[src/rtl/iod_delay_tap_ctrl.sv]
// Lane-addressed tap command sequencer for the RX IOD delay lines.
// Emits DIR/MOVE/LOAD pulses per lane and keeps a shadow tap per lane.
module iod_delay_tap_ctrl #(
   parameter int NUM_LANES   = 4,
   parameter int LANE_W      = 2,
   parameter int TAP_W       = 8,
   parameter int MAX_TAP     = 255,
   parameter int DEFAULT_TAP = 1,
   parameter int MOVE_GAP    = 4
) (
   input  logic                       clk,
   input  logic                       rst_n,
   input  logic                       cmd_valid,
   output logic                       cmd_ready,
   input  logic [1:0]                 cmd_op,
   input  logic [LANE_W-1:0]          cmd_lane,
   input  logic [TAP_W-1:0]           cmd_val,
   output logic [NUM_LANES-1:0]       delay_line_dir,
   output logic [NUM_LANES-1:0]       delay_line_move,
   output logic [NUM_LANES-1:0]       delay_line_load,
   input  logic [NUM_LANES-1:0]       delay_line_out_of_range,
   output logic [NUM_LANES*TAP_W-1:0] tap_value,
   output logic                       done,
   output logic                       err
);

   localparam int GW = (MOVE_GAP > 1) ? $clog2(MOVE_GAP + 1) : 1;

   typedef enum logic [2:0] {
      S_IDLE, S_SETUP, S_MOVE, S_GAP, S_LOADP, S_FIN
   } state_t;

   state_t              state, state_n;
   logic [LANE_W-1:0]   lane_q;
   logic                up_q, up_d;
   logic [TAP_W-1:0]    steps_q, steps_d;
   logic [GW-1:0]       gap_q;
   logic                err_q, err_d, set_err, ld;
   logic [TAP_W-1:0]    taps [NUM_LANES];
   logic [NUM_LANES-1:0] oor_s1, oor_s2;

   logic                lane_ok, over, sat;
   logic [TAP_W-1:0]    cur, tgt;

   assign lane_ok = {1'b0, cmd_lane} < (LANE_W+1)'(NUM_LANES);
   assign cur     = lane_ok ? taps[cmd_lane] : '0;
   assign over    = {1'b0, cmd_val} > (TAP_W+1)'(MAX_TAP);
   assign tgt     = over ? TAP_W'(MAX_TAP) : cmd_val;
   // Saturation is judged before each step against the live shadow tap
   assign sat     = up_q ? (taps[lane_q] == TAP_W'(MAX_TAP))
                         : (taps[lane_q] == '0);

   always_comb begin
      state_n = state;
      ld      = 1'b0;
      up_d    = 1'b0;
      steps_d = '0;
      err_d   = 1'b0;
      set_err = 1'b0;
      unique case (state)
         S_IDLE: begin
            if (cmd_valid) begin
               ld = 1'b1;
               if (!lane_ok) begin
                  err_d   = 1'b1;
                  state_n = S_FIN;
               end else begin
                  unique case (cmd_op)
                     2'b00: state_n = S_LOADP;
                     2'b01: begin
                        up_d    = 1'b1;
                        steps_d = cmd_val;
                     end
                     2'b10: steps_d = cmd_val;
                     2'b11: begin
                        up_d    = tgt > cur;
                        steps_d = up_d ? tgt - cur : cur - tgt;
                        err_d   = over;
                     end
                  endcase
                  if (cmd_op != 2'b00)
                     state_n = (steps_d == '0) ? S_FIN : S_SETUP;
               end
            end
         end
         S_SETUP: begin
            set_err = sat;
            state_n = sat ? S_FIN : S_MOVE;
         end
         S_MOVE: state_n = S_GAP;
         S_GAP: begin
            if (gap_q == '0) begin
               if (oor_s2[lane_q]) begin
                  set_err = 1'b1;
                  state_n = S_FIN;
               end else if (steps_q == '0) begin
                  state_n = S_FIN;
               end else if (sat) begin
                  set_err = 1'b1;
                  state_n = S_FIN;
               end else begin
                  state_n = S_MOVE;
               end
            end
         end
         S_LOADP: state_n = S_FIN;
         S_FIN:   state_n = S_IDLE;
         default: state_n = S_IDLE;
      endcase
   end

   always_ff @(posedge clk or negedge rst_n) begin
      if (!rst_n) begin
         state   <= S_IDLE;
         lane_q  <= '0;
         up_q    <= 1'b0;
         steps_q <= '0;
         gap_q   <= '0;
         err_q   <= 1'b0;
         oor_s1  <= '0;
         oor_s2  <= '0;
         for (int k = 0; k < NUM_LANES; k++)
            taps[k] <= TAP_W'(DEFAULT_TAP);
      end else begin
         state  <= state_n;
         oor_s1 <= delay_line_out_of_range;
         oor_s2 <= oor_s1;
         if (ld) begin
            lane_q  <= cmd_lane;
            up_q    <= up_d;
            steps_q <= steps_d;
            err_q   <= err_d;
         end
         if (set_err)
            err_q <= 1'b1;
         if (state == S_MOVE) begin
            taps[lane_q] <= up_q ? taps[lane_q] + 1'b1
                                 : taps[lane_q] - 1'b1;
            steps_q      <= steps_q - 1'b1;
            gap_q        <= GW'(MOVE_GAP - 1);
         end
         if (state == S_GAP && gap_q != '0)
            gap_q <= gap_q - 1'b1;
         if (state == S_LOADP)
            taps[lane_q] <= TAP_W'(DEFAULT_TAP);
      end
   end

   // Outputs decode registered state only; no input reaches them directly
   always_comb begin
      delay_line_dir  = '0;
      delay_line_move = '0;
      delay_line_load = '0;
      tap_value       = '0;
      for (int k = 0; k < NUM_LANES; k++) begin
         tap_value[k*TAP_W +: TAP_W] = taps[k];
         if (lane_q == LANE_W'(k)) begin
            delay_line_dir[k]  = up_q && (state == S_SETUP ||
                                 state == S_MOVE || state == S_GAP);
            delay_line_move[k] = (state == S_MOVE);
            delay_line_load[k] = (state == S_LOADP);
         end
      end
   end

   assign cmd_ready = (state == S_IDLE);
   assign done      = (state == S_FIN);
   assign err       = (state == S_FIN) && err_q;

endmodule

[config.mk]
export PLATFORM = sky130hd
export DESIGN_NAME = iod_delay_tap_ctrl
export DESIGN_NICKNAME = d
export VERILOG_FILES = /design/src/rtl/iod_delay_tap_ctrl.sv
export SDC_FILE = /design/constraint.sdc
export NUM_CORES = 1
export LEC_CHECK = 0
export ABC_AREA = 1
export CAP_MARGIN = 20
export CORE_MARGIN = 2
export CORE_UTILIZATION = 35
export CTS_BUF_LIST = sky130_fd_sc_hd__clkbuf_2
export CTS_CLUSTER_DIAMETER = 150
export DETAILED_ROUTE_END_ITERATION = 6
export PLACE_DENSITY = 0.54
export SLEW_MARGIN = 20
export SYNTH_ARGS = -nofsm -noshare
export SYNTH_HDL_FRONTEND = slang
export SYNTH_SLANG_ARGS = --single-unit
[constraint.sdc]
create_clock -name clk -period 2.5 [get_ports clk]
set_clock_uncertainty 0.05 [all_clocks]
set_input_delay 0.625 -clock clk [delete_from_list [all_inputs] [get_ports clk]]
set_output_delay 0.625 -clock clk [all_outputs]
set_load 0.03 [all_outputs]
# ---- Word-level counts from Yosys, hierarchy flattened
# Cells that the tools add are included.
dict set report classes {
  reduce_logical 20
  bitwise_logic 5
  multipliers 0
  shifts 0
  n_mux 58
  n_eq_ne 15
  addsub 6
  n_lt_le_gt_ge 5
  n_div 0
}
# op count
set ops {}
lappend ops {{8-bit two-way mux} 13}
lappend ops {{32-bit two-way mux} 2}
lappend ops {{8-bit binary-select mux with 2-bit select} 2}
lappend ops {{32-bit bitwise mux} 1}
lappend ops {{3-bit two-way mux} 10}
lappend ops {{28-bit AND} 1}
lappend ops {{28-bit inverter} 1}
lappend ops {{8-bit logical NOT} 3}
lappend ops {{1-bit two-way mux} 24}
lappend ops {{8-bit demux with 2-bit select} 1}
lappend ops {{8-bit case mux with 2 select lines} 1}
lappend ops {{8-bit by 1-bit subtractor with 8-bit output (second input constant)} 2}
lappend ops {{8-bit subtractor} 2}
lappend ops {{3-bit case mux with 5 select lines} 1}
lappend ops {{8-bit by 1-bit adder with 8-bit output (second input constant)} 1}
lappend ops {{2-bit equality test (second input constant)} 4}
lappend ops {{8-bit equality test (second input constant)} 1}
lappend ops {{8-bit greater-than comparator} 1}
lappend ops {{2-bit nonzero test} 4}
lappend ops {{3-bit by 2-bit equality test with 1-bit output (second input constant)} 2}
lappend ops {{3-bit equality test (second input constant)} 2}
lappend ops {{3-bit greater-or-equal comparator (second input constant)} 2}
lappend ops {{3-bit logical NOT} 2}
lappend ops {{2-bit inverter with 3-bit output} 2}
lappend ops {{other kinds (16)} 24}
dict set report word_totals {
  regBits 58
  latchBits 0
  out_inout_bits 47
  ram_bits 0
  wordCells 121
  inputBits 19
  romBits 0
  memories 0
}

# ---- Longest topological paths before layout
# Gate-level depths: netlist (run 1).
dict set report depth {
  ltp_word 14
  mapped_depth 22
  depth_no_buf 22
}

# ---- Worst setup path after synthesis (run 1)
# Ideal clock, no wire load.
dict set report synth_path {
  path_type {input-to-reg}
  from {in cmd_lane[0]}
  to {reg state[2]}
  setup_time_ps 78
  setup_slack_ps -717
  arrival_time_ps 3089
  n_path_buf 2
  stages 19
  t_required_ps 2372
  path_cell_list {clkbuf_1 > clkbuf_1 > nand2_1 > a32oi_1 > inv_1 > fa_1 > nand2_1 > nand2_1 > nand3_1 > nand2_2 > nand2_2 > nand3_1 > nand3_1 > nand2_1 > nand2_1 > nand2_1 > nor2_1 > nand3_1 > a21oi_1}
}
dict set report synth_between {
  elab_chain_len 14
  word_cells_on_any_way 16
  cone_classes {2 x add/sub; 1 x order compare; 11 x mux; 1 x bitwise; 1 x reduce/logical}
}
# item line_no
set synth_rtl {}
lappend synth_rtl {{from (decl)} 16} ;# input logic [LANE_W-1:0] cmd_lane,
lappend synth_rtl {{2-bit inverter with 3-bit output (implied by the code) *} 46} ;# assign cur = lane_ok ? taps[cmd_lane] : '0;
lappend synth_rtl {{8-bit binary-select mux with 2-bit select *} 46}
lappend synth_rtl {{8-bit two-way mux (implied by the code) * (2 in a row)} 46}
lappend synth_rtl {{8-bit subtractor / 8-bit greater-than comparator (equally long branches)} {77, 76}}
lappend synth_rtl {{8-bit two-way mux *} 77} ;# steps_d = up_d ? tgt - cur : cur - tgt;
lappend synth_rtl {{8-bit case mux with 2 select lines *} 68} ;# unique case (cmd_op)
lappend synth_rtl {{8-bit two-way mux *} 62} ;# if (cmd_valid) begin
lappend synth_rtl {{8-bit two-way mux *} 60} ;# unique case (state)
lappend synth_rtl {{8-bit logical NOT *} 82} ;# state_n = (steps_d == '0) ? S_FIN : S_SETUP;
lappend synth_rtl {{3-bit two-way mux *} 82}
lappend synth_rtl {{3-bit two-way mux *} 81} ;# if (cmd_op != 2'b00)
lappend synth_rtl {{3-bit two-way mux *} 62}
lappend synth_rtl {{3-bit case mux with 5 select lines *} 60}
lappend synth_rtl {{to (signal assigned)} 125} ;# state <= state_n;
lappend synth_rtl {{to (decl)} 33} ;# state_t state, state_n;
# Every way passes the cells marked *; elsewhere a longest branch is shown, timed or not. The select of a mux whose other input is x is not followed.
# A chain may end at the register's enable or synchronous reset.

# ---- Final worst setup path (run 1)
dict set report layout_path {
  from {in cmd_lane[1]}
  to {reg state[2]}
}
# The elaborated chain is that of the path after synthesis.

==> out/metrics.yaml, run 1 <==
sta:
  setup_viol: 8
  whs_ns: 0.317
  max_freq_mhz: 371
  finalMaxSlewViolations: 0
  maxSlewHeadroom_pct: 55.9
  fin_crit_ns: 2.70
  hold_violations: 0
  rsz0062_at_grt: "yes"
  worst_slew_pin_slew_ns: 0.660
  setup_ws_ns: -0.196
  fin_crit_sh_pct: 108
routing:
  vias: 4890
  drt-initial-drc-count: 340
  post_drt_wl_per_cell_um: 14.6
  first_pass_iters: 6
  via_per_inst: 4.79
  ant_nets: 0
  routed_wl_mm: 14.9
  drc: 0
setup_path:
  crit_fanout: 8
  required_ns: 2.92
  critPathKind: "primary input to register"
  critPathLaunchType: "primary input"
  r2r_setup_slack_ns: -0.18
  crit_arrival_ns: 3.12
  end_kind: "register"
clock_tree:
  cts_buffers: 9
  cts_sinks: 58
  worst_skew_pair.late_latency_ns: 0.53
  path_clk_slew_ns: 0.18
  htreeDepth: 3
  cts_tree: "done"
  cts_root_buf: "clkbuf_2"
  cts_buffer_depth: 2
power_and_ir_drop:
  ir_drop_mv: 1.16
  power.density_nw_per_um2: 1490
  combPwrFrac_pct: 75.7
  p_leak_nw: 3.46
  switching_share_pct: 49.3
  pwr-share-clk_pct: 7.8
  p_seq_share_pct: 16.5
  p_int_mw: 5.19
  p_switching_mw: 5.05
yosys:
  synth-edff-count: 0
  syn_inst: 650
  syn_nets: 700
  avgSynthCellArea_um2: 6.81
  synthArstFlopShare_pct: 100
  ys.flop_type: "dfrtp_1"
  ys_ff_latch: 58
  ys_warn_count: 0
  synthesis.area_um2: 4430
  ys_seq_area_share_pct: 32.9
  ys_types: 41
global_routing:
  grt_max_degree: 59
  track_usage_pct: 22.6
  overflow: 0
  grt_pass1_vias: 4847
  grt_util_met1_pct: 27.7
  antenna_found_initial: 0
  grt_use_met3_pct: 3.84
  busiest_layer: "met2"
  grt_use_met2_pct: 39.5
  grt_pass1_wl_mm: 23.3
layout:
  seq_area_um2: 1460
  final_common_cell: "nand2_1"
  multi_input_area_um2: 2980
  area_growth_pct: 55.4
  stdcell_count: 1020
  drive_gt1_share_pct: 32.9
  nFillCells: 1199
  nNetsFinal: 892
  final_cell_mix: "143 x nand2_1, 122 x buf_4, 106 x inv_1"
place:
  placed_cells: 988
  hpwl_mm: 11.5
  portBuffers: 65
  post-place-ws_ns: -1.13
  gp_congestion: 0.902
floorplan:
  ios: 66
  die_h_um: 116
  initial_utilization_pct: 35.5
  rows: 41
  core_um2: 12500
  dieArea_um2: 13600
  die-width_um: 116
flow_run:
  drv_cap: 0
status:
  violations: "negative setup slack"
  outcome: "complete, but fails checks"
hold_path:
  worstHoldPathType: "register to register"
==> Yosys cell counts, types with 2 or more instances <==
master	count	area, um2
o21ai_0	40	200
nand4_1	5	31.3
xor2_1	6	52.6
o22ai_1	6	37.5
nor3_1	7	35.0
nand2_1	162	608
nor2_4	2	22.5
nor2_1	68	255
a32oi_1	7	61.3
o211ai_1	2	15.0
nand3_1	39	195
nand2_2	6	37.5
ha_1	28	350
o221ai_1	4	35.0
buf_2	2	10.0
fa_1	3	60.1
o22ai_2	2	25.0
o21bai_1	3	22.5
dfstp_2	4	105
dfrtp_1	54	1350
clkbuf_1	9	33.8
inv_1	114	428
a22oi_1	3	22.5
inv_2	5	18.8
xnor2_1	5	43.8
o21ai_1	2	10.0
nor2_2	3	18.8
a21oi_1	45	225
clkinv_1	2	7.51
==> layout make-up <==
cell class | count | share of cell area, %
Antenna cell | 1 | 0.0364
Tap cell | 172 | 3.13
Clock inverter | 6 | 1.53
Timing Repair Buffer | 193 | 23.3
Clock buffer | 10 | 0.727
Multi-Input combinational cell | 459 | 43.3
Sequential cell | 58 | 21.2
Inverter | 121 | 6.80
==> registers in the layout, summed over array words and instances, names as in the netlist, 2 cells and up <==
register / cells
gap_q: 3
lane_q: 2
oor_s1: 4
oor_s2: 4
state: 3
steps_q: 8
tap_value: 32
==> worst max-delay path, cell delays in order <==
cell and delay (ns):
dlygate4sd2_1 0.25, inv_2 0.08, buf_6 0.14, buf_4 0.13, a32oi_4 0.26, buf_4 0.15, inv_1 0.03, ha_1 0.17
nor2_1 0.15, nand2_2 0.10, nand3_2 0.07, nand2_2 0.08, nand2_4 0.14, nand3_2 0.07, nand3_1 0.09, nand2_1 0.08
nand2_2 0.07, nand2_1 0.08, nor2_2 0.14, nand3_2 0.08, a21oi_2 0.12
==> worst paths after layout <==
path	startpoint	end	depth (start not counted)
setup reg to reg	tap_value[0]	state[2]	18
hold reg to reg	oor_s1[1]	oor_s2[1]	0
min in group asynchronous	rst_n	steps_q[7]	3
setup / recovery	cmd_lane[1]	state[2]	21
hold / removal	oor_s1[1]	oor_s2[1]	0
max in group asynchronous	rst_n	tap_value[24]	3
==> logic make-up (layout without fill, tap and decap cells) <==
logic type,count (synthesis),after routing,share of synthesized area (%)
flip-flops,58,58,32.9
AND/OR/NAND/NOR,299,299,28.5
XOR/XNOR,12,12,2.54
other,0,1,0
adder cells (fa/ha/maj),31,31,9.27
AO/OA/AOI/OAI,117,117,15.3
buffers and inverters,133,330,11.5
==> layer usage <==
metal / share of wire [%] / vias to the layer above / routed length [um]
met3: 4.2 / 40 / 632
met1: 43 / 2259 / 6380
met4: 3.2 / 0 / 484
li1: - / 2457 / -
met5: 0 / - / 0
met2: 50 / 134 / 7420
==> power groups by stage <==
stage / combinational (mW) / clock, mW / sequential, mW
6_report: 7.75 / 0.797 / 1.69
5_1_grt: 8.43 / 0.856 / 1.74
4_1_cts: 7.13 / 0.822 / 1.68
3_5_place_dp: 6.49 / 0 / 1.70
3_3_place_gp: 6.42 / 0 / 1.69
2_1_floorplan: 3.16 / 0 / 2.19
==> what timing repair did <==
item                                    4_1_cts  5_1_grt
gates resized for setup                     113       64
pin swaps                                    35       24
hold buffers                                  1        0
endpoints found under the hold margin        27        0
endpoints found under the setup margin       38       38
setup buffers                                12        4
==> through the flow <==
| stage | cell area [um2] | setup TNS, ns | total power [mW] | util [%] |
|---|---|---|---|---|
| global route | 6880 | -2.22 | 11.0 | 55.2 |
| detailed placement | 6100 | -10.07 | 8.19 | 49.0 |
| global placement | 6100 | -9.21 | 8.12 | 49.0 |
| CTS | 6610 | -0.282 | 9.63 | 53.1 |
| floorplan | 4500 | -1.78 | 5.35 | - |
| finish | 6880 | -0.439 | 10.2 | 55.2 |
Power figures use the tool's default switching activity.
==> run 2: changes to the inputs <==
--- a/config.mk
+++ b/config.mk
@@ -6,8 +6,8 @@
 export NUM_CORES = 1
 export LEC_CHECK = 0
 export ABC_AREA = 1
-export CAP_MARGIN = 20
-export CORE_MARGIN = 2
+export CAP_MARGIN = 15
+export CORE_MARGIN = 4
 export CORE_UTILIZATION = 35
 export CTS_BUF_LIST = sky130_fd_sc_hd__clkbuf_2
 export CTS_CLUSTER_DIAMETER = 150
==> run 2 against run 1 <==
Net effect:
- the run still ends with negative setup slack left
- combinational power is 1% higher
- maximum frequency is 1.2% higher
- utilization is 1.3 points higher
- cell count is 0.49% lower
- global-route usage decreased by 1.6 points
- clock power increased by 1%
- via count is 1.2% lower
- critical path depth down 3
- setup slack improved by 0.031 ns
- non-clock buffer count stayed put
- register-to-register slack gained 0.02 ns
- wire length grew 1.2%
- largest power group unchanged
- highest routed layer unchanged
==> out/metrics.yaml, run 2 (synthesis gave the netlist of run 1 again) <==
status:
  outcome: "complete, but fails checks"  # unchanged
  violations: "negative setup slack"  # unchanged
global_routing:
  grt_pass1_vias: 4905  # was 4847
  grt_use_met2_pct: 36.4  # was 39.5%
  grt_use_met3_pct: 3.32  # was 3.84%
  busiest_layer: "met2"  # unchanged
  track_usage_pct: 21.0  # was 22.6%
  antenna_found_initial: 0  # unchanged
  grt_max_degree: 36  # was 59
  overflow: 0  # unchanged
  grt_util_met1_pct: 25.9  # was 27.7%
  grt_pass1_wl_mm: 24.3  # was 23.3 mm
layout:
  drive_gt1_share_pct: 32.9  # unchanged
  final_cell_mix: "142 x nand2_1, 128 x buf_4, 105 x inv_1"  # was 143 x nand2_1, 122 x buf_4, 106 x inv_1
  fin_area_um2: 6900  # was 6880 um2
  largest_reg_flops: 32  # unchanged
  final_common_cell: "nand2_1"  # unchanged
  area_growth_pct: 55.8  # was 55.4%
  n_antenna_cell: 0  # was 1
  nNetsFinal: 892  # unchanged
  nFillCells: 1176  # was 1199
routing:
  ant_nets: 0  # unchanged
  first_pass_iters: 4  # was 6
  routed_wl_mm: 15.1  # was 14.9 mm
  post_drt_wl_per_cell_um: 14.9  # was 14.6 um
  via_per_inst: 4.76  # was 4.79
  drc: 0  # unchanged
  drt-initial-drc-count: 389  # was 340
  vias: 4832  # was 4890
clock_tree:
  cts_root_buf: "clkbuf_2"  # unchanged
  cts_buffer_depth: 2  # unchanged
  cts_sinks: 58  # unchanged
  cts_buffers: 9  # unchanged
  htreeDepth: 3  # unchanged
  cts_tree: "done"  # unchanged
  path_clk_slew_ns: 0.19  # was 0.18 ns
  worst_skew_pair.late_latency_ns: 0.51  # was 0.53 ns
sta:
  hold_violations: 0  # unchanged
  max_freq_mhz: 375  # was 371 MHz
  rsz0062_at_grt: "yes"  # unchanged
  setup_viol: 2  # was 8
  worst_slew_pin_slew_ns: 0.688  # was 0.660 ns
  fin_crit_ns: 2.66  # was 2.70 ns
  setup_ws_ns: -0.165  # was -0.196 ns
  finalMaxSlewViolations: 0  # unchanged
  whs_ns: 0.0551  # was 0.317 ns
  fin_crit_sh_pct: 107  # was 108%
  maxSlewHeadroom_pct: 54.0  # was 55.9%
setup_path:
  critPathBufInv: 1  # was 6
  required_ns: 2.90  # was 2.92 ns
  critPathLaunchType: "register"  # was primary input
  critPathKind: "register to register"  # was primary input to register
  worstRegToRegCells: 18  # unchanged
  crit_fanout: 8  # unchanged
  cpMaxStageDelayCell: "dfstp_2"  # was a32oi_4
  r2r_setup_slack_ns: -0.16  # was -0.18 ns
  slowest_delay_ns: 0.58  # was 0.26 ns
  path_common_cell: "nand2_2"
  reg2reg_from: "tap_value[0]"  # unchanged
  crit_start: "tap_value[0]"  # was cmd_lane[1]
  path_cells: "nand2_2 > a32oi_2 > ha_2 > inv_2 > fa_2 > nand2_2 > nand2_2 > nand3_2 > nand2_4 > nand2_8 > nand3_2 > nand3_1 > nand2_1 > nand2_2 > nand2_1 > nor2_2 > nand3_1 > a21oi_1"  # was dlygate4sd2_1 > inv_2 > buf_6 > buf_4 > a32oi_4 > buf_4 > inv_1 > ha_1 > nor2_1 > nand2_2 > nand3_2 > nand2_2 > nand2_4 > nand3_2 > nand3_1 > nand2_1 > nand2_2 > nand2_1 > nor2_2 > nand3_2 > a21oi_2
  cp_top_family: "simple AND/OR/NAND/NOR gates"  # unchanged
  rr_endpoint: "state[2]"  # unchanged
  crit_arrival_ns: 3.06  # was 3.12 ns
  end_kind: "register"  # unchanged
power_and_ir_drop:
  switching_share_pct: 49.4  # was 49.3%
  ir_drop_mv: 1.23  # was 1.16 mV
  pwr-share-clk_pct: 7.8  # about the same
  p_seq_share_pct: 16.4  # was 16.5%
  p_int_mw: 5.24  # was 5.19 mW
  power.density_nw_per_um2: 1500  # was 1490 nW/um2
  p_leak_nw: 3.46  # about the same
  fin_total_pwr_mw: 10.3  # was 10.2 mW
  p_switching_mw: 5.11  # was 5.05 mW
  combPwrFrac_pct: 75.9  # was 75.7%
floorplan:
  die_h_um: 120  # was 116 um
  core_um2: 12200  # was 12500 um2
  initial_utilization_pct: 36.3  # was 35.5%
  ios: 66  # unchanged
  rows: 40  # was 41
  dieArea_um2: 14500  # was 13600 um2
  die-width_um: 120  # was 116 um
place:
  gp_congestion: 0.906  # was 0.902
  place_area_um2: 6110  # was 6100 um2
  portBuffers: 65  # unchanged
  hpwl_mm: 12.1  # was 11.5 mm
flow_run:
  drv_cap: 0  # unchanged
hold_path:
  worstHoldPathType: "primary input to asynchronous set/reset pin"  # was register to register
-- run 2: cell count changes in the layout (fill, tap and decap cells not counted), sizes merged --
| cell | before | now |
|---|---|---|
| dlymetal6s2s | 2 | 1 |
| dlygate4sd3 | 1 | 0 |
| inv | 119 | 120 |
| clkdlybuf4s15 | 1 | 2 |
| diode | 1 | 0 |
| clkinv | 4 | 2 |
| buf | 141 | 143 |
| dlygate4sd2 | 6 | 4 |
| clkdlybuf4s50 | 40 | 42 |
-- run 2: worst reg2reg max path, cell delays in order (launching register included) --
cell and delay (ns):
dfstp_2 0.58, nand2_2 0.06, a32oi_2 0.22, ha_2 0.20
inv_2 0.04, fa_2 0.35, nand2_2 0.07, nand2_2 0.06
nand3_2 0.09, nand2_4 0.08, nand2_8 0.11, nand3_2 0.07
nand3_1 0.09, nand2_1 0.08, nand2_2 0.07, nand2_1 0.07
nor2_2 0.14, nand3_1 0.09, a21oi_1 0.12
-- run 2: per-layer routing --
metal  routed length, um  part of all wire, %
met1                6460                   43
met2                7540                   50
met3                 623                  4.1
met4                 478                  3.2
met5                   0                    0
-- run 2: stage by stage --
stage                     setup TNS [ns]  utilization (%)  std cells  worst slack [ns]
after floorplan                    -1.78                -        650            -0.399
after global placement             -8.86             50.0        984             -1.00
after detailed placement          -10.12             50.0        984             -1.14
after CTS                         -0.377             54.1       1009            -0.151
after global routing               -1.75             56.5       1015            -0.307
final                             -0.184             56.5       1015            -0.165
-- run 2: timing repair --
action | in CTS | in global routing
setup buffers | 10 | 6
resized for setup | 92 | 88
pin swaps | 26 | 31
hold buffers | 0 | 0
setup endpoints to repair | 38 | 41
-- run 2: how the worst max path moves through the flow --
stage | endpoint | slack, ns | cells after the start
2_1_floorplan | state[2] | -0.40 | 20
3_3_place_gp | state[2] | -1.00 | 19
3_5_place_dp | state[2] | -1.14 | 18
4_1_cts | state[2] | -0.15 | 18
5_1_grt | state[2] | -0.31 | 18
6_report | state[2] | -0.16 | 18
-- run 2: layout make-up --
cell class	count	area (um2)	share of cell area [%]
clock buffer	11	55.1	0.798
clock inverter	5	103	1.49
inverter	121	474	6.87
multi-input combinational	459	3000	43.5
sequential	58	1460	21.1
tap	168	210	3.05
timing repair buffer	193	1600	23.1
-- run 2: power groups by stage --
stage	sequential (mW)	clock (mW)	combinational, mW
after detailed placement	1.70	0	6.50
after global placement	1.70	0	6.40
after global routing	1.74	0.854	8.53
final	1.69	0.805	7.85
after floorplan	2.19	0	3.16
after CTS	1.68	0.823	7.01
==> run 3: changes to the inputs <==
--- a/config.mk
+++ b/config.mk
@@ -8,11 +8,11 @@
 export ABC_AREA = 1
 export CAP_MARGIN = 15
 export CORE_MARGIN = 4
-export CORE_UTILIZATION = 35
+export CORE_UTILIZATION = 40
 export CTS_BUF_LIST = sky130_fd_sc_hd__clkbuf_2
 export CTS_CLUSTER_DIAMETER = 150
 export DETAILED_ROUTE_END_ITERATION = 6
-export PLACE_DENSITY = 0.54
+export PLACE_DENSITY = 0.6
 export SLEW_MARGIN = 20
 export SYNTH_ARGS = -nofsm -noshare
 export SYNTH_HDL_FRONTEND = slang
==> run 3 against run 2 <==
Net effect:
- the run still ends with negative setup slack left
- sequential share of layout area rose by 0.52 points
- first-iteration DRC count fell by 25%
- clock-buffer cell count fell by 1
- combinational power fell by 0.6%
==> out/metrics.yaml, run 3 (synthesis gave the netlist of run 1 again) <==
clock_tree:
  htreeDepth: 3  # unchanged
  cts_tree: "done"  # unchanged
  cts_buffers: 9  # unchanged
  cts_buffer_depth: 2  # unchanged
  worst_skew_pair.late_latency_ns: 0.51  # about the same
  cts_hold_buffers: 0  # unchanged
  cts_sinks: 58  # unchanged
  cts_root_buf: "clkbuf_2"  # unchanged
  path_clk_slew_ns: 0.18  # was 0.19 ns
global_routing:
  antenna_found_initial: 0  # unchanged
  overflow: 0  # unchanged
  grt_max_degree: 38  # was 36
  track_usage_pct: 23.7  # was 21.0%
  grt_pass1_vias: 4948  # was 4905
  grt_pass1_wl_mm: 24.1  # was 24.3 mm
routing:
  via_per_inst: 5.11  # was 4.76
  ant_nets: 0  # unchanged
  routed_wl_mm: 15.4  # was 15.1 mm
  vias: 5085  # was 4832
  drc: 0  # unchanged
  first_pass_iters: 5  # was 4
  post_drt_wl_per_cell_um: 15.5  # was 14.9 um
  drt-initial-drc-count: 291  # was 389
sta:
  fin_crit_sh_pct: 109  # was 107%
  maxSlewHeadroom_pct: 59.3  # was 54.0%
  fin_crit_ns: 2.73  # was 2.66 ns
  finalMaxSlewViolations: 0  # unchanged
  rsz0062_at_grt: "yes"  # unchanged
  worst_slew_pin_slew_ns: 0.604  # was 0.688 ns
  setup_ws_ns: -0.231  # was -0.165 ns
  max_freq_mhz: 366  # was 375 MHz
  hold_violations: 0  # unchanged
  setup_viol: 8  # was 2
layout:
  nNetsFinal: 901  # was 892
  n_antenna_cell: 0  # unchanged
  stdcell_count: 996  # was 1015
  seq_area_um2: 1460  # unchanged
  final_cell_mix: "147 x nand2_1, 135 x buf_4, 108 x inv_1"  # was 142 x nand2_1, 128 x buf_4, 105 x inv_1
  multi_input_area_um2: 2890  # was 3000 um2
  largest_reg_flops: 32  # unchanged
  drive_gt1_share_pct: 32.0  # was 32.9%
  nFillCells: 962  # was 1176
  area_growth_pct: 52.1  # was 55.8%
  final_common_cell: "nand2_1"  # unchanged
floorplan:
  rows: 38  # was 40
  core_um2: 10800  # was 12200 um2
  die_h_um: 113  # was 120 um
  initial_utilization_pct: 40.9  # was 36.3%
  ios: 66  # unchanged
  dieArea_um2: 12800  # was 14500 um2
  die-width_um: 113  # was 120 um
place:
  post-place-ws_ns: -1.17  # was -1.14 ns
  portBuffers: 65  # unchanged
  hpwl_mm: 11.8  # was 12.1 mm
  gp_congestion: 0.924  # was 0.906
  placed_cells: 964  # was 984
status:
  outcome: "complete, but fails checks"  # unchanged
  violations: "negative setup slack"  # unchanged
setup_path:
  worstRegToRegCells: 18  # unchanged
  r2r_setup_slack_ns: -0.21  # was -0.16 ns
  crit_start: "cmd_lane[1]"  # was tap_value[0]
  critPathLaunchType: "primary input"  # was register
  crit_arrival_ns: 3.11  # was 3.06 ns
  rr_endpoint: "state[2]"  # unchanged
  crit_fanout: 15  # was 8
  critPathKind: "primary input to register"  # was register to register
  required_ns: 2.88  # was 2.90 ns
  reg2reg_from: "tap_value[16]"  # was tap_value[0]
  end_kind: "register"  # unchanged
flow_run:
  drv_cap: 0  # unchanged
power_and_ir_drop:
  power.density_nw_per_um2: 1480  # was 1500 nW/um2
  fin_total_pwr_mw: 10.0  # was 10.3 mW
  p_leak_nw: 3.46  # about the same
  ir_drop_mv: 1.46  # was 1.23 mV
hold_path:
  worstHoldPathType: "primary input to asynchronous set/reset pin"  # unchanged
## run 3: worst max-delay path, stage by stage
cell and delay [ns]:
dlygate4sd2_1 0.24, inv_2 0.06, buf_12 0.14, a21oi_1 0.12
a32oi_1 0.07, buf_4 0.15, ha_1 0.30, nand2_1 0.10
nor2_2 0.16, nand3_2 0.12, nand2_4 0.12, nand2_8 0.08
inv_2 0.12, nand2_2 0.07, nand3_2 0.06, nand2_1 0.06
nand2_1 0.09, nand2_1 0.08, nor2_2 0.13, nand3_2 0.09
a21oi_2 0.13
## run 3: worst max-delay path by stage
stage	depth (start not counted)	to
final	21	state[2]
after global placement	19	state[2]
after global routing	18	state[2]
after detailed placement	19	state[2]
after CTS	18	state[2]
after floorplan	20	state[2]
## run 3: repair_timing
action | in CTS | in global routing
pin swaps | 25 | 26
buffers inserted | 10 | 7
setup endpoints to repair | 44 | 32
resized for setup | 83 | 63
## run 3: cell type report
class	instances	share of cell area, %
inverter	121	6.76
multi-input combinational	459	42.9
clock inverter	6	0.502
clock buffer	10	0.743
timing repair buffer	202	24.8
tap	140	2.60
sequential	58	21.7
## run 3: power breakdown
part | leakage [nW] | internal [mW] | switching, mW
clock | 0.0551 | 0.126 | 0.368
combinational | 2.72 | 3.41 | 4.39
sequential | 0.684 | 1.37 | 0.334
total | 3.46 | 4.90 | 5.10
## run 3: routing by layer
metal / part of all wire (%) / GRT usage [%] / vias to the layer above
met1: 42 / 29.2 / 2418
met5: 0 / 0 / -
met3: 3.7 / 3.05 / 37
met2: 51 / 41.2 / 153
li1: - / - / 2477
met4: 3.4 / 10.7 / 0
## run 3: through the flow
step | instance area, um2 | setup TNS [ns] | hold slack [ns] | util (%)
2_1_floorplan | 4500 | -1.78 | 0.279 | -
3_3_place_gp | 6130 | -10.37 | 0.284 | 56.6
3_5_place_dp | 6130 | -12.59 | 0.285 | 56.6
4_1_cts | 6490 | -0.780 | 0.0195 | 59.9
5_1_grt | 6740 | -2.52 | 0.0316 | 62.1
6_report | 6740 | -1.22 | 0.0233 | 62.1
==> RTL edit 1 (config.mk and constraints of run 1) <==
Encoding of `state_t`: now one-hot (6 bits for 6 states).
--- a/src/rtl/iod_delay_tap_ctrl.sv
+++ b/src/rtl/iod_delay_tap_ctrl.sv
@@ -28,4 +28,4 @@
 
-   typedef enum logic [2:0] {
-      S_IDLE, S_SETUP, S_MOVE, S_GAP, S_LOADP, S_FIN
+   typedef enum logic [5:0] {
+      S_IDLE = 6'b000001, S_SETUP = 6'b000010, S_MOVE = 6'b000100, S_GAP = 6'b001000, S_LOADP = 6'b010000, S_FIN = 6'b100000
    } state_t;
Check against the original RTL: same outputs for any inputs over 4 cycles, from zero or initial values and one cycle with rst_n low; so few cycles prove little.
==> RTL edit 1 against run 1 <==
- the flow still finishes with violations (setup timing)
- worst hold slack better by 0.012 ns
- sequential cell count up 3
- cell area up 7.1%
- total power down 16%
- critical path depth unchanged
- routed wire length up 11%
- sequential power down 5%
- area after synthesis up 2.8%
- setup slack worse by 0.20 ns
- count of clock-buffer cells in the layout unchanged
- core utilization up 3.0 points
- critical path type is now register to register
- critical endpoint is now state[1]
- largest power group unchanged
- highest routed layer unchanged
==> RTL edit 1: results (changes against run 1) <==
GRT
  • GRT Overall Usage: 24.5% (was 22.6%)
  • Number of antenna violations at the first check in global routing: 1 (was 0)
  • First-pass GRT wire length: 26.7 mm (was 23.3 mm)
  • Largest net degree at the start of global routing: 62 (was 59)
  • Vias in the first global route: 5295 (was 4847)

Logic synthesis
  • Number of synthesized flops with an enable pin: 0 (unchanged)
  • Top_reg_cell synth: dfrtp_1 (unchanged)
  • Most frequent cells after synthesis: nand2_1, inv_1, nor2_1, dfrtp_1, a21oi_1 (unchanged)
  • Seq/Total Area, Yosys: 33.7% (was 32.9%)
  • Synth top area cells: dfrtp_1, nand2_1, inv_1, ha_1, nor2_1 (unchanged)
  • Synth Net Count: 719 (was 700)
  • Mapped Avg Cell Area: 6.81 sq um (about the same)
  • Cell variety after synth: 42 (was 41)

Place
  • # placed instances: 1019 (was 988)
  • GP Congestion: 0.881 (was 0.902)
  • Placed inst area: 0.00634 sq mm (was 0.00610 sq mm)
  • Hpwl dp: 12.6 mm (was 11.5 mm)

Power
  • Tot Pwr: 8.57 mW (was 10.2 mW)
  • VDD IR max: 0.727 mV (was 1.16 mV)
  • P_seq: 1.60 mW (was 1.69 mW)
  • Clock share of power: 6.1% (was 7.8%)
  • Static leakage: 3.78 nW (was 3.46 nW)
  • Internal Power: 4.27 mW (was 5.19 mW)

Critical path
  • Reg-to-reg endpoint: state[1] (was state[2])
  • CP max stage delay: 0.58 ns (was 0.26 ns)
  • Slowest CP cell: dfstp_2 (was a32oi_4)
  • Crit path max fanout: 7 (was 8)
  • CP arrival: 3.29 ns (was 3.12 ns)
  • Crit path from: tap_value[0] (was cmd_lane[1])

STA
  • Worst slew pin tran: 0.532 ns (was 0.660 ns)
  • Final TNS setup: -6.38 ns (was -0.439 ns)
  • Setup-failing EPs final: 31 (was 8)
  • Setup WS post-layout: -0.401 ns (was -0.196 ns)

Clock tree
  • Worst-Skew Late Latency: 0.56 ns (was 0.53 ns)
  • Root buffer cell: clkbuf_2 (unchanged)
  • Total CTS buffers: 9 (unchanged)
  • Clock transition at path regs: 0.20 ns (was 0.18 ns)

Routing
  • Vias/cell: 4.80 (was 4.79)
  • Initial DRC Count: 252 (was 340)
  • Total Wirelength: 16.6 mm (was 14.9 mm)
  • Drt pass-1 iters: 4 (was 6)

Min path
  • Hold Crit Class: register to register (unchanged)
  • Hold Path Origin: oor_s1[3] (was oor_s1[1])
  • Hold EP: oor_s2[3] (was oor_s2[1])

Final layout
  • Nets: 939 (was 892)
  • Final non-filler cell total: 1067 (was 1020)
  • Layout cells sized above 1: 37.1% (was 32.9%)
  • # fillers: 1188 (was 1199)

Status
  • Outcome: finished with violations (unchanged)
  • Failing checks: setup timing (unchanged)
## RTL edit 1: cell types whose count changed after synthesis, sizes merged, moves of 3 or more
cell	run 1	this run
o22ai	8	5
o21bai	3	0
nor3	7	4
nand2	169	173
nor2	73	87
inv	119	126
nand3	40	31
## RTL edit 1: cell type report
cell class / count / area, sq um / area share (%)
clock inverter: 6 / 30.0 / 0.407
tap: 172 / 215 / 2.92
multi-input combinational: 470 / 3120 / 42.3
inverter: 127 / 494 / 6.70
sequential: 61 / 1540 / 20.8
timing repair buffer: 220 / 1930 / 26.1
clock buffer: 10 / 50.0 / 0.679
antenna: 1 / 2.50 / 0.0339
## RTL edit 1: per-stage QoR
| step | utilization, % | worst slack (ns) | hold slack, ns |
|---|---|---|---|
| floorplan | - | -0.481 | 0.279 |
| finish | 58.2 | -0.401 | 0.329 |
| global placement | 50.0 | -1.08 | 0.286 |
| global route | 58.2 | -0.559 | 0.346 |
| detailed placement | 50.0 | -1.14 | 0.286 |
| CTS | 55.8 | -0.403 | 0.328 |
## RTL edit 1: repair_timing
action                     4_1_cts  5_1_grt
hold buffers                     1        0
pin swaps                       45       54
resized for setup              153       81
hold endpoints to repair        42        0
setup endpoints to repair       49       47
buffers inserted                30       12
## RTL edit 1: kinds of logic (layout without fill, tap and decap cells)
kind of cell	Yosys count	in the layout	synth area share [%]
buffers and inverters	138	363	11.5
xor gates and xnor gates	11	11	2.28
other	0	1	0
DFF	61	61	33.7
AOI/OAI and AO/OA	118	118	15.1
and+or+nand+nor	310	310	28.5
adders and majority gates	31	31	9.01
## RTL edit 1: routing by layer
layer  up-vias  track usage (%)  share of wire (%)
met4         0             14.2                5.2
met5         -                0                  0
met2       131             40.7                 49
met1      2372             30.1                 42
met3        49             4.02                4.1
li1       2574                -                  -
==> RTL edit 2 (config.mk and constraints of run 1) <==
Made on the original files. Change the parameter `LANE_W` from 2 to 4.
--- a/src/rtl/iod_delay_tap_ctrl.sv
+++ b/src/rtl/iod_delay_tap_ctrl.sv
@@ -4,3 +4,3 @@
    parameter int NUM_LANES   = 4,
-   parameter int LANE_W      = 2,
+   parameter int LANE_W      = 4,
    parameter int TAP_W       = 8,
Interface: changed (resized cmd_lane); port bits go from 66 to 68. The function was not compared with the original's and may differ.
==> RTL edit 2 against run 1 <==
- the flow still finishes with violations (setup timing)
- clock power decreased by 6.1%
- die area increased by 4.8%
- synthesized cell count increased by 5.2%
- setup slack got worse by 0.074 ns
- cell area increased by 7.8%
- combinational power decreased by 2%
- sequential cell count increased by 2
- area after synthesis increased by 5.0%
- final cell count increased by 5.5%
- largest cell class unchanged
- routed wire length increased by 13%
- total power decreased by 2.7%
==> RTL edit 2: results (changes against run 1) <==
Final layout
  • Nets: 947 (was 892)
  • Layout cells sized above 1: 35.7% (was 32.9%)
  • # fillers: 1242 (was 1199)
  • Inserted Diodes: 0 (was 1)

Routing
  • Routed wl met3: 598 um (was 632 um)
  • Total Wirelength: 16.9 mm (was 14.9 mm)
  • Drt pass-1 iters: 5 (was 6)
  • Met2 wire len: 8.56 mm (was 7.42 mm)
  • Initial DRC Count: 294 (was 340)
  • WL met1: 7.11 mm (was 6.38 mm)
  • Vias/cell: 4.95 (was 4.79)

Clock tree
  • Worst-Skew Late Latency: 0.57 ns (was 0.53 ns)
  • Clock transition at path regs: 0.23 ns (was 0.18 ns)

Power
  • VDD IR max: 1.11 mV (was 1.16 mV)
  • Static leakage: 3.69 nW (was 3.46 nW)

Logic synthesis
  • Synth Area in Adders: 8.83% (was 9.27%)
  • Post-synthesis compound-gate area fraction: 18.1% (was 15.3%)
  • Most frequent cells after synthesis: nand2_1, inv_1, nor2_1, a21oi_1, dfrtp_1 (was nand2_1, inv_1, nor2_1, dfrtp_1, a21oi_1)
  • Mapped Cells: 684 (was 650)
  • Cell variety after synth: 46 (was 41)
  • Synth Net Count: 736 (was 700)
  • Seq/Total Area, Yosys: 32.4% (was 32.9%)
  • Synth top area cells: dfrtp_1, nand2_1, inv_1, ha_1, a21oi_1 (was dfrtp_1, nand2_1, inv_1, ha_1, nor2_1)

Place
  • GP Congestion: 0.910 (was 0.902)
  • I/O Buffers: 67 (was 65)

GRT
  • Vias in the first global route: 5505 (was 4847)
  • Largest net degree at the start of global routing: 34 (was 59)
  • GRT Overall Usage: 24.0% (was 22.6%)
  • First-pass GRT wire length: 26.7 mm (was 23.3 mm)

Critical path
  • Critical R2R Launch: tap_value[8] (was tap_value[0])
  • CP arrival: 3.25 ns (was 3.12 ns)
  • Crit path max fanout: 6 (was 8)
  • R2R depth: 22 (was 18)

Status
  • Outcome: finished with violations (unchanged)
  • Failing checks: setup timing (unchanged)

STA
  • Setup WS post-layout: -0.271 ns (was -0.196 ns)
  • Setup-failing EPs final: 28 (was 8)
  • Max_slew headroom: 63.3% (was 55.9%)

Min path
  • Hold Path Origin: oor_s1[2] (was oor_s1[1])
RTL edit 2: critical path, cell delays in order, from the launching register on:
cell	delay [ns]
dfstp_2	0.58
inv_2	0.05
a21oi_2	0.13
o21ai_2	0.08
a21oi_2	0.16
ha_2	0.19
inv_2	0.04
fa_2	0.34
nand2_2	0.10
nand2_4	0.07
nand3_4	0.08
nand2_4	0.08
nand2_4	0.11
nand2_1	0.06
nand3_1	0.07
nand2_1	0.06
nand2_1	0.07
nand3_1	0.07
nor2_1	0.08
nand2_1	0.06
nand2_1	0.06
nand2_1	0.06
a21oi_2	0.11
RTL edit 2: what timing repair did:
action | CTS | global route
hold endpoints to repair | 21 | 0
resized for setup | 139 | 73
pin swaps | 33 | 33
hold buffers | 1 | 0
gates cloned | 1 | 0
endpoints found under the setup margin | 40 | 54
buffers inserted | 17 | 8
RTL edit 2: per-layer routing:
| metal | global-route usage, % | vias up |
|---|---|---|
| met3 | 3.45 | 37 |
| li1 | - | 2612 |
| met1 | 29.5 | 2553 |
| met4 | 9.60 | 0 |
| met5 | 0 | - |
| met2 | 42.2 | 126 |
RTL edit 2: cells by family after synthesis:
group                      count (synthesis)
and+or+nand+nor                          295
AOI/OAI and AO/OA                        150
buffers and inverters                    140
DFF                                       60
adders and majority gates                 31
xor gates and xnor gates                   8
RTL edit 2: report_power, final:
group / leakage [nW] / internal, mW / total (mW) / switching [mW]
Combinational: 2.86 / 3.25 / 7.58 / 4.33
Sequential: 0.742 / 1.36 / 1.64 / 0.279
Clock: 0.0829 / 0.337 / 0.748 / 0.411
Total: 3.69 / 4.94 / 9.96 / 5.02
RTL edit 2: cell type report:
cell class / count / area [sq um] / share of cell area [%]
Clock buffer: 9 / 45.0 / 0.607
Tap cell: 176 / 220 / 2.97
Multi-Input combinational cell: 484 / 3190 / 43.1
Inverter: 130 / 505 / 6.82
Clock inverter: 7 / 98.8 / 1.33
Sequential cell: 60 / 1510 / 20.3
Timing Repair Buffer: 210 / 1840 / 24.9
RTL edit 2: path summary, 6_finish.rpt:
check                           slack, ns             to
worst max-delay path                -0.27       state[2]
worst min-delay path                 0.32      oor_s2[2]
worst max register to register      -0.27       state[2]
worst min register to register       0.32      oor_s2[2]
max in group asynchronous            1.17  tap_value[25]
min in group asynchronous            0.51  tap_value[11]
RTL edit 2: per-stage QoR:
step	instance area [sq um]	setup TNS [ns]
2_1_floorplan	4730	-1.36
3_3_place_gp	6430	-9.60
3_5_place_dp	6430	-10.15
4_1_cts	7100	-1.78
5_1_grt	7420	-6.38
6_report	7420	-2.46
